<file path="src/rtl/fifo_pkg.sv">
// Shared async-FIFO helpers: Gray/binary conversion and the default widths of the read side.
package fifo_pkg;

    localparam int unsigned FIFO_ASIZE  = 4;
    localparam int unsigned FIFO_DSIZE  = 8;
    localparam int unsigned FIFO_RD_LAT = 1;
    localparam int unsigned PTR_W       = FIFO_ASIZE + 1;
    localparam int unsigned LVL_W       = FIFO_ASIZE + 2;
    localparam int unsigned OBUF_DEPTH  = FIFO_RD_LAT + 1;

    // Conversions work on a wide word; callers zero-extend and truncate to pointer width.
    localparam int unsigned GW = 32;

    function automatic logic [GW-1:0] bin2gray(input logic [GW-1:0] b);
        return b ^ (b >> 1);
    endfunction

    function automatic logic [GW-1:0] gray2bin(input logic [GW-1:0] g);
        logic [GW-1:0] b;
        b[GW-1] = g[GW-1];
        for (int i = GW - 2; i >= 0; i--) begin
            b[i] = b[i+1] ^ g[i];
        end
        return b;
    endfunction

endpackage

</file>
<file path="src/rtl/fwft_obuf.sv">
// Small register FIFO that soaks up memory read latency; head entry is always slot 0.
module fwft_obuf #(
    parameter int unsigned DSIZE = 8,
    parameter int unsigned DEPTH = 2,
    localparam int unsigned CW   = $clog2(DEPTH + 1)
) (
    input  logic             clk,
    input  logic             rst_n,
    input  logic             flush,
    input  logic             push,
    input  logic             pop,
    input  logic [DSIZE-1:0] din,
    output logic [DSIZE-1:0] dout,
    output logic [CW-1:0]    count,
    output logic             valid
);

    logic [DSIZE-1:0] mem [DEPTH];
    logic [CW-1:0]    cnt_nxt;
    logic [CW-1:0]    wr_idx;

    always_comb begin
        cnt_nxt = count;
        wr_idx  = count - CW'(pop);
        if (flush) begin
            cnt_nxt = '0;
        end else begin
            cnt_nxt = count + CW'(push) - CW'(pop);
        end
    end

    // Pop shifts toward slot 0; a concurrent push lands just behind the surviving entries.
    always_ff @(posedge clk or negedge rst_n) begin
        if (!rst_n) begin
            count <= '0;
            valid <= 1'b0;
            for (int i = 0; i < DEPTH; i++) begin
                mem[i] <= '0;
            end
        end else begin
            count <= cnt_nxt;
            valid <= (cnt_nxt != '0);
            if (!flush) begin
                if (pop) begin
                    for (int i = 0; i < DEPTH - 1; i++) begin
                        mem[i] <= mem[i+1];
                    end
                end
                if (push) begin
                    for (int i = 0; i < DEPTH; i++) begin
                        if (CW'(i) == wr_idx) begin
                            mem[i] <= din;
                        end
                    end
                end
            end
        end
    end

    assign dout = mem[0];

endmodule

</file>
<file path="src/rtl/rptr_empty_fwft.sv">
// Read pointer, flags and first-word-fall-through stage of the async FIFO.
// Build option RPTR_UFLOW_STICKY_EN: under_flow latches until rptr_clr or reset.
module rptr_empty_fwft
    import fifo_pkg::*;
#(
    parameter int unsigned ASIZE  = FIFO_ASIZE,
    parameter int unsigned DSIZE  = FIFO_DSIZE,
    parameter int unsigned RD_LAT = FIFO_RD_LAT
) (
    input  logic             rclk,
    input  logic             rrst_n,
    input  logic             rptr_clr,
    input  logic [ASIZE:0]   sync_wptr,
    input  logic [ASIZE+1:0] near_empty_mrgn,
    input  logic [DSIZE-1:0] mem_rdata,
    output logic             mem_ren,
    output logic [ASIZE-1:0] raddr,
    output logic [ASIZE:0]   rptr,
    output logic [DSIZE-1:0] rdata,
    output logic             rvalid,
    input  logic             rready,
    output logic             empty,
    output logic             near_empty,
    output logic             under_flow,
    output logic [ASIZE+1:0] rlevel
);

    localparam int unsigned PW    = ASIZE + (PTR_W - FIFO_ASIZE);
    localparam int unsigned LW    = ASIZE + (LVL_W - FIFO_ASIZE);
    localparam int unsigned DEPTH = RD_LAT + (OBUF_DEPTH - FIFO_RD_LAT);
    localparam int unsigned CW    = $clog2(DEPTH + 1);

    logic [PW-1:0]     rbin;
    logic [PW-1:0]     rbin_nxt;
    logic [PW-1:0]     wbin;
    logic [PW-1:0]     avail_diff;
    logic [RD_LAT-1:0] tok;
    logic [RD_LAT-1:0] tok_nxt;
    logic [LW-1:0]     inflight;
    logic [LW-1:0]     inflight_nxt;
    logic [LW-1:0]     lvl_nxt;
    logic [CW-1:0]     ob_cnt;
    logic [CW-1:0]     ob_cnt_nxt;
    logic              ob_valid_nxt;
    logic              uflow_nxt;
    logic              pop;
    logic              push;
    logic              mem_avail;

    assign pop       = rvalid && rready;
    assign push      = tok[RD_LAT-1] && !rptr_clr;
    assign mem_avail = (rptr != sync_wptr);
    assign wbin      = PW'(gray2bin(GW'(sync_wptr)));
    assign raddr     = rbin[ASIZE-1:0];
    assign empty     = !rvalid;

    always_comb begin
        inflight = '0;
        for (int i = 0; i < RD_LAT; i++) begin
            inflight = inflight + LW'(tok[i]);
        end
    end

    // Only issue a read when the buffer is guaranteed a free slot when its data returns.
    assign mem_ren = !rptr_clr && mem_avail
                     && ((inflight + LW'(ob_cnt) - LW'(pop)) < LW'(DEPTH));

    always_comb begin
        rbin_nxt     = rptr_clr ? '0 : rbin + PW'(mem_ren);
        tok_nxt      = rptr_clr ? '0 : RD_LAT'({tok, mem_ren});
        ob_cnt_nxt   = rptr_clr ? '0 : ob_cnt + CW'(push) - CW'(pop);
        ob_valid_nxt = (ob_cnt_nxt != '0);
        avail_diff   = wbin - rbin_nxt;
        inflight_nxt = '0;
        for (int i = 0; i < RD_LAT; i++) begin
            inflight_nxt = inflight_nxt + LW'(tok_nxt[i]);
        end
        lvl_nxt = rptr_clr ? '0 : LW'(avail_diff) + inflight_nxt + LW'(ob_cnt_nxt);
`ifdef RPTR_UFLOW_STICKY_EN
        uflow_nxt = !rptr_clr && (under_flow || (rready && !rvalid));
`else
        uflow_nxt = !rptr_clr && rready && !rvalid;
`endif
    end

    always_ff @(posedge rclk or negedge rrst_n) begin
        if (!rrst_n) begin
            rbin       <= '0;
            rptr       <= '0;
            tok        <= '0;
            rlevel     <= '0;
            near_empty <= 1'b0;
            under_flow <= 1'b0;
        end else begin
            rbin       <= rbin_nxt;
            rptr       <= PW'(bin2gray(GW'(rbin_nxt)));
            tok        <= tok_nxt;
            rlevel     <= lvl_nxt;
            near_empty <= !rptr_clr && ob_valid_nxt && (lvl_nxt <= near_empty_mrgn);
            under_flow <= uflow_nxt;
        end
    end

    fwft_obuf #(
        .DSIZE (DSIZE),
        .DEPTH (DEPTH)
    ) u_obuf (
        .clk   (rclk),
        .rst_n (rrst_n),
        .flush (rptr_clr),
        .push  (push),
        .pop   (pop),
        .din   (mem_rdata),
        .dout  (rdata),
        .count (ob_cnt),
        .valid (rvalid)
    );

endmodule

</file>
<file path="config.mk">
export PLATFORM = sky130hd
export DESIGN_NAME = rptr_empty_fwft
export DESIGN_NICKNAME = d
export VERILOG_FILES = /design/src/rtl/fifo_pkg.sv /design/src/rtl/fwft_obuf.sv /design/src/rtl/rptr_empty_fwft.sv
export SDC_FILE = /design/constraint.sdc
export NUM_CORES = 1
export LEC_CHECK = 0
export BUFFER_PORTS_ARGS = -buffer_cell sky130_fd_sc_hd__buf_2
export CAP_MARGIN = 25
export CORE_MARGIN = 2
export CORE_UTILIZATION = 40
export DETAILED_ROUTE_END_ITERATION = 10
export PLACE_DENSITY = 0.59
export SLEW_MARGIN = 25
export SYNTH_ARGS = -nofsm -noshare
export SYNTH_HDL_FRONTEND = slang
export SYNTH_SLANG_ARGS = --single-unit
</file>
<file path="constraint.sdc">
create_clock -name rclk -period 15.8 [get_ports rclk]
set_input_delay 2.37 -clock rclk [delete_from_list [all_inputs] [get_ports rclk]]
set_output_delay 2.37 -clock rclk [all_outputs]
set_load 0.02 [all_outputs]
</file>
==> impl_metrics.json <==
{
  "status": "complete, no violations",
  "synthArstFlopShare_pct": 100.0,
  "h-tree-depth": 2,
  "hp-class": "reg -> reg",
  "drv_cap": 0,
  "syn_inst": 198,
  "clock_latency_ns": 0.29,
  "clock-root-buffer": "clkbuf_8",
  "ant_nets": 0,
  "port_buffers": 50,
  "drt-initial-drc-count": 92,
  "grt_max_degree": 38,
  "hold_viol": 0,
  "synth_area_um2": 2178,
  "place_hpwl_um": 3013,
  "synth_nets": 240,
  "clockPowerShare_pct": 21.3,
  "grt_pass1_wl_um": 6934,
  "grt_pass1_vias": 1495,
  "die-area_um2": 6052,
  "setup_viol": 0,
  "max_freq_ghz": 0.1385,
  "synth_most_common_cell": "dfrtp_1",
  "combinationalPowerShare_pct": 47.1,
  "vias_per_cell": 4.706,
  "drive_gt1_share_pct": 32.11,
  "switchingPower_uw": 169.6,
  "drtPass1Iterations": 4,
  "synth_ff_type": "dfrtp_1",
  "crit_type": "in -> reg",
  "startpoint_type": "input port",
  "arrival_ns": 7.43,
  "routabilityCongestion": 0.7605,
  "worst_slew_pin_slew_ns": 0.8401,
  "synth-seq-cells": 37,
  "path_clk_slew_ns": 0.07,
  "multi_input_area_um2": 1109,
  "pin_count": 51,
  "postCtsHoldBufs": 0,
  "period_share_pct": 45.69,
  "switching_share_pct": 37.10,
  "drt_wl_total_um": 3994,
  "yosys.area.top_type": "dfrtp_1",
  "synth.distinct_cells": 46,
  "coreArea_um2": 5172,
  "cts_tree": "built",
  "register_area_um2": 925.9,
  "seq_power_share_pct": 31.6,
  "slew_viol_final": 0,
  "gr-total-overflow": 0,
  "row_count": 26,
  "synth.avg_cell_area_um2": 11.00,
  "synthTopCellsByArea": "dfrtp_1, ha_1, mux2_2, fa_1, xor2_1",
  "ys_seq_area_share_pct": 42.50,
  "finalPower_uw": 457.2,
  "cp_max_fo": 5,
  "initial_core_util_pct": 42.11,
  "nets": 287,
  "synthTopCellsByCount": "dfrtp_1, inv_1, nor2_1",
  "vdd_ir_drop_max_v": 0.00005640,
  "fillers": 515,
  "cts_setup_buffers": 0,
  "area_growth_pct": 18.50,
  "final.min_clock_period_ns": 7.219,
  "endpoint_kind": "register",
  "fin_worst_skew_ns": 0.002902,
  "power-per-cell-area_nw_per_um2": 177.1,
  "yosys_warnings": 0,
  "cp.required_ns": 16.01,
  "track_usage_pct": 14.46,
  "synth_edf_count": 0,
  "clockBufferDepth": 2,
  "cts_resized": 0,
  "cts.sinks": 37,
  "wl_per_cell_um": 12.64,
  "synth.top_cell.area_share_pct": 42.50,
  "remaining_drc_errors": 0,
  "die_x_um": 77.80,
  "vias": 1487,
  "tns_ns": 0,
  "rsz0062_at_grt": "false",
  "die_h_um": 77.80,
  "antenna_found_initial": 0,
  "relSlewSlack_pct": 43.99,
  "cts_buffers": 5,
  "diodes": 0,
  "p_int_uw": 287.6,
  "p_leak_uw": 0.001351
}
==> final timing paths <==
path / startpoint / to / slack (ns) / cells after the start
setup / recovery: rready / near_empty$_DFF_PN0_ / 8.58 / 23
hold / removal: u_obuf.mem[4]$_DFFE_PN0P_ / u_obuf.mem[4]$_DFFE_PN0P_ / 0.51 / 1
setup reg to reg: u_obuf.valid$_DFF_PN0_ / near_empty$_DFF_PN0_ / 10.32 / 22
hold reg to reg: u_obuf.mem[4]$_DFFE_PN0P_ / u_obuf.mem[4]$_DFFE_PN0P_ / 0.51 / 1
max in group asynchronous: rrst_n / rbin[2]$_DFF_PN0_ / 13.09 / 1
min in group asynchronous: rrst_n / u_obuf.dout[2]$_DFFE_PN0N_ / 2.18 / 1
==> state kept, by name, summed over array words and instances, names as in the netlist <==
name,cells
u_obuf.valid,1
rbin,5
near_empty,1
rptr,4
u_obuf.mem,8
under_flow,1
rlevel,6
tok,1
u_obuf.count,2
u_obuf.dout,8
==> per-layer routing <==
layer / track usage (%) / vias to the layer above / routed length, um
li1: - / 746 / -
met1: 18.92 / 696 / 1860
met2: 23.62 / 39 / 1884
met3: 3.953 / 6 / 202
met4: 3.750 / 0 / 46
met5: 0 / - / 0
==> layout by cell type (no fill, tap or decap), types with 3 or more instances in the layout <==
| cell type | Yosys | routed |
|---|---|---|
| a21oi_1 | 9 | 9 |
| and2_1 | 3 | 3 |
| buf_2 | 1 | 50 |
| clkbuf_8 | 0 | 5 |
| dfrtp_1 | 37 | 37 |
| fa_1 | 4 | 4 |
| ha_1 | 15 | 15 |
| inv_1 | 20 | 20 |
| mux2_2 | 8 | 8 |
| mux2i_1 | 3 | 3 |
| nand2_1 | 6 | 6 |
| nand3_1 | 3 | 3 |
| nor2_1 | 17 | 17 |
| nor2b_1 | 5 | 5 |
| o22ai_1 | 8 | 8 |
| xnor2_1 | 8 | 8 |
| xor2_1 | 9 | 9 |
==> power by group through the flow <==
stage	Sequential [uW]	Clock (uW)	Combinational, uW
final	144	97.6	215
after detailed placement	146	0	218
after global placement	146	0	219
after CTS	145	101	219
after floorplan	157	0	165
after global routing	149	104	243
==> final cells by class <==
cell class / instances / area share, %
Multi-Input combinational cell: 131 / 42.95
Clock inverter: 3 / 2.521
Clock buffer: 5 / 2.666
Sequential cell: 37 / 35.87
Timing Repair Buffer: 50 / 9.695
Tap cell: 70 / 3.393
Inverter: 20 / 2.908
==> critical path, stage by stage <==
cell and delay, ns:
buf_2 0.13, nand3b_2 0.16, nand2_1 0.12, and2_1 0.19
fa_1 0.41, mux2i_1 0.13, or4_4 0.51, inv_1 0.09
ha_1 0.18, ha_1 0.27, nand2_1 0.12, inv_1 0.09
fa_1 0.54, inv_1 0.07, ha_1 0.26, nor2b_1 0.13
o21ai_0 0.29, xnor3_1 0.26, and2_1 0.18, ha_1 0.27
and3_1 0.19, a221o_1 0.31, a21boi_0 0.17
==> through the flow <==
stage	setup slack [ns]	cells	hold slack, ns	area (um^2)	utilization, %
6_report	8.581	316	0.5087	2581	49.90
5_1_grt	8.150	316	0.5321	2581	49.90
4_1_cts	8.521	316	0.5119	2581	49.90
3_5_place_dp	8.234	308	0.4943	2447	47.31
3_3_place_gp	8.298	308	0.4874	2447	47.31
2_1_floorplan	8.679	198	0.4802	2178	-
==> cell families after synthesis <==
kind of cell / Yosys count / synth area share, %
adders and majority gates: 19 / 12.29
DFF: 37 / 42.50
xor gates and xnor gates: 21 / 10.11
AOI/OAI and AO/OA: 28 / 8.616
buffers and inverters: 30 / 6.605
and+or+nand+nor: 52 / 14.36
muxes: 11 / 5.514
Note: power is estimated with default switching activity, not from simulation.
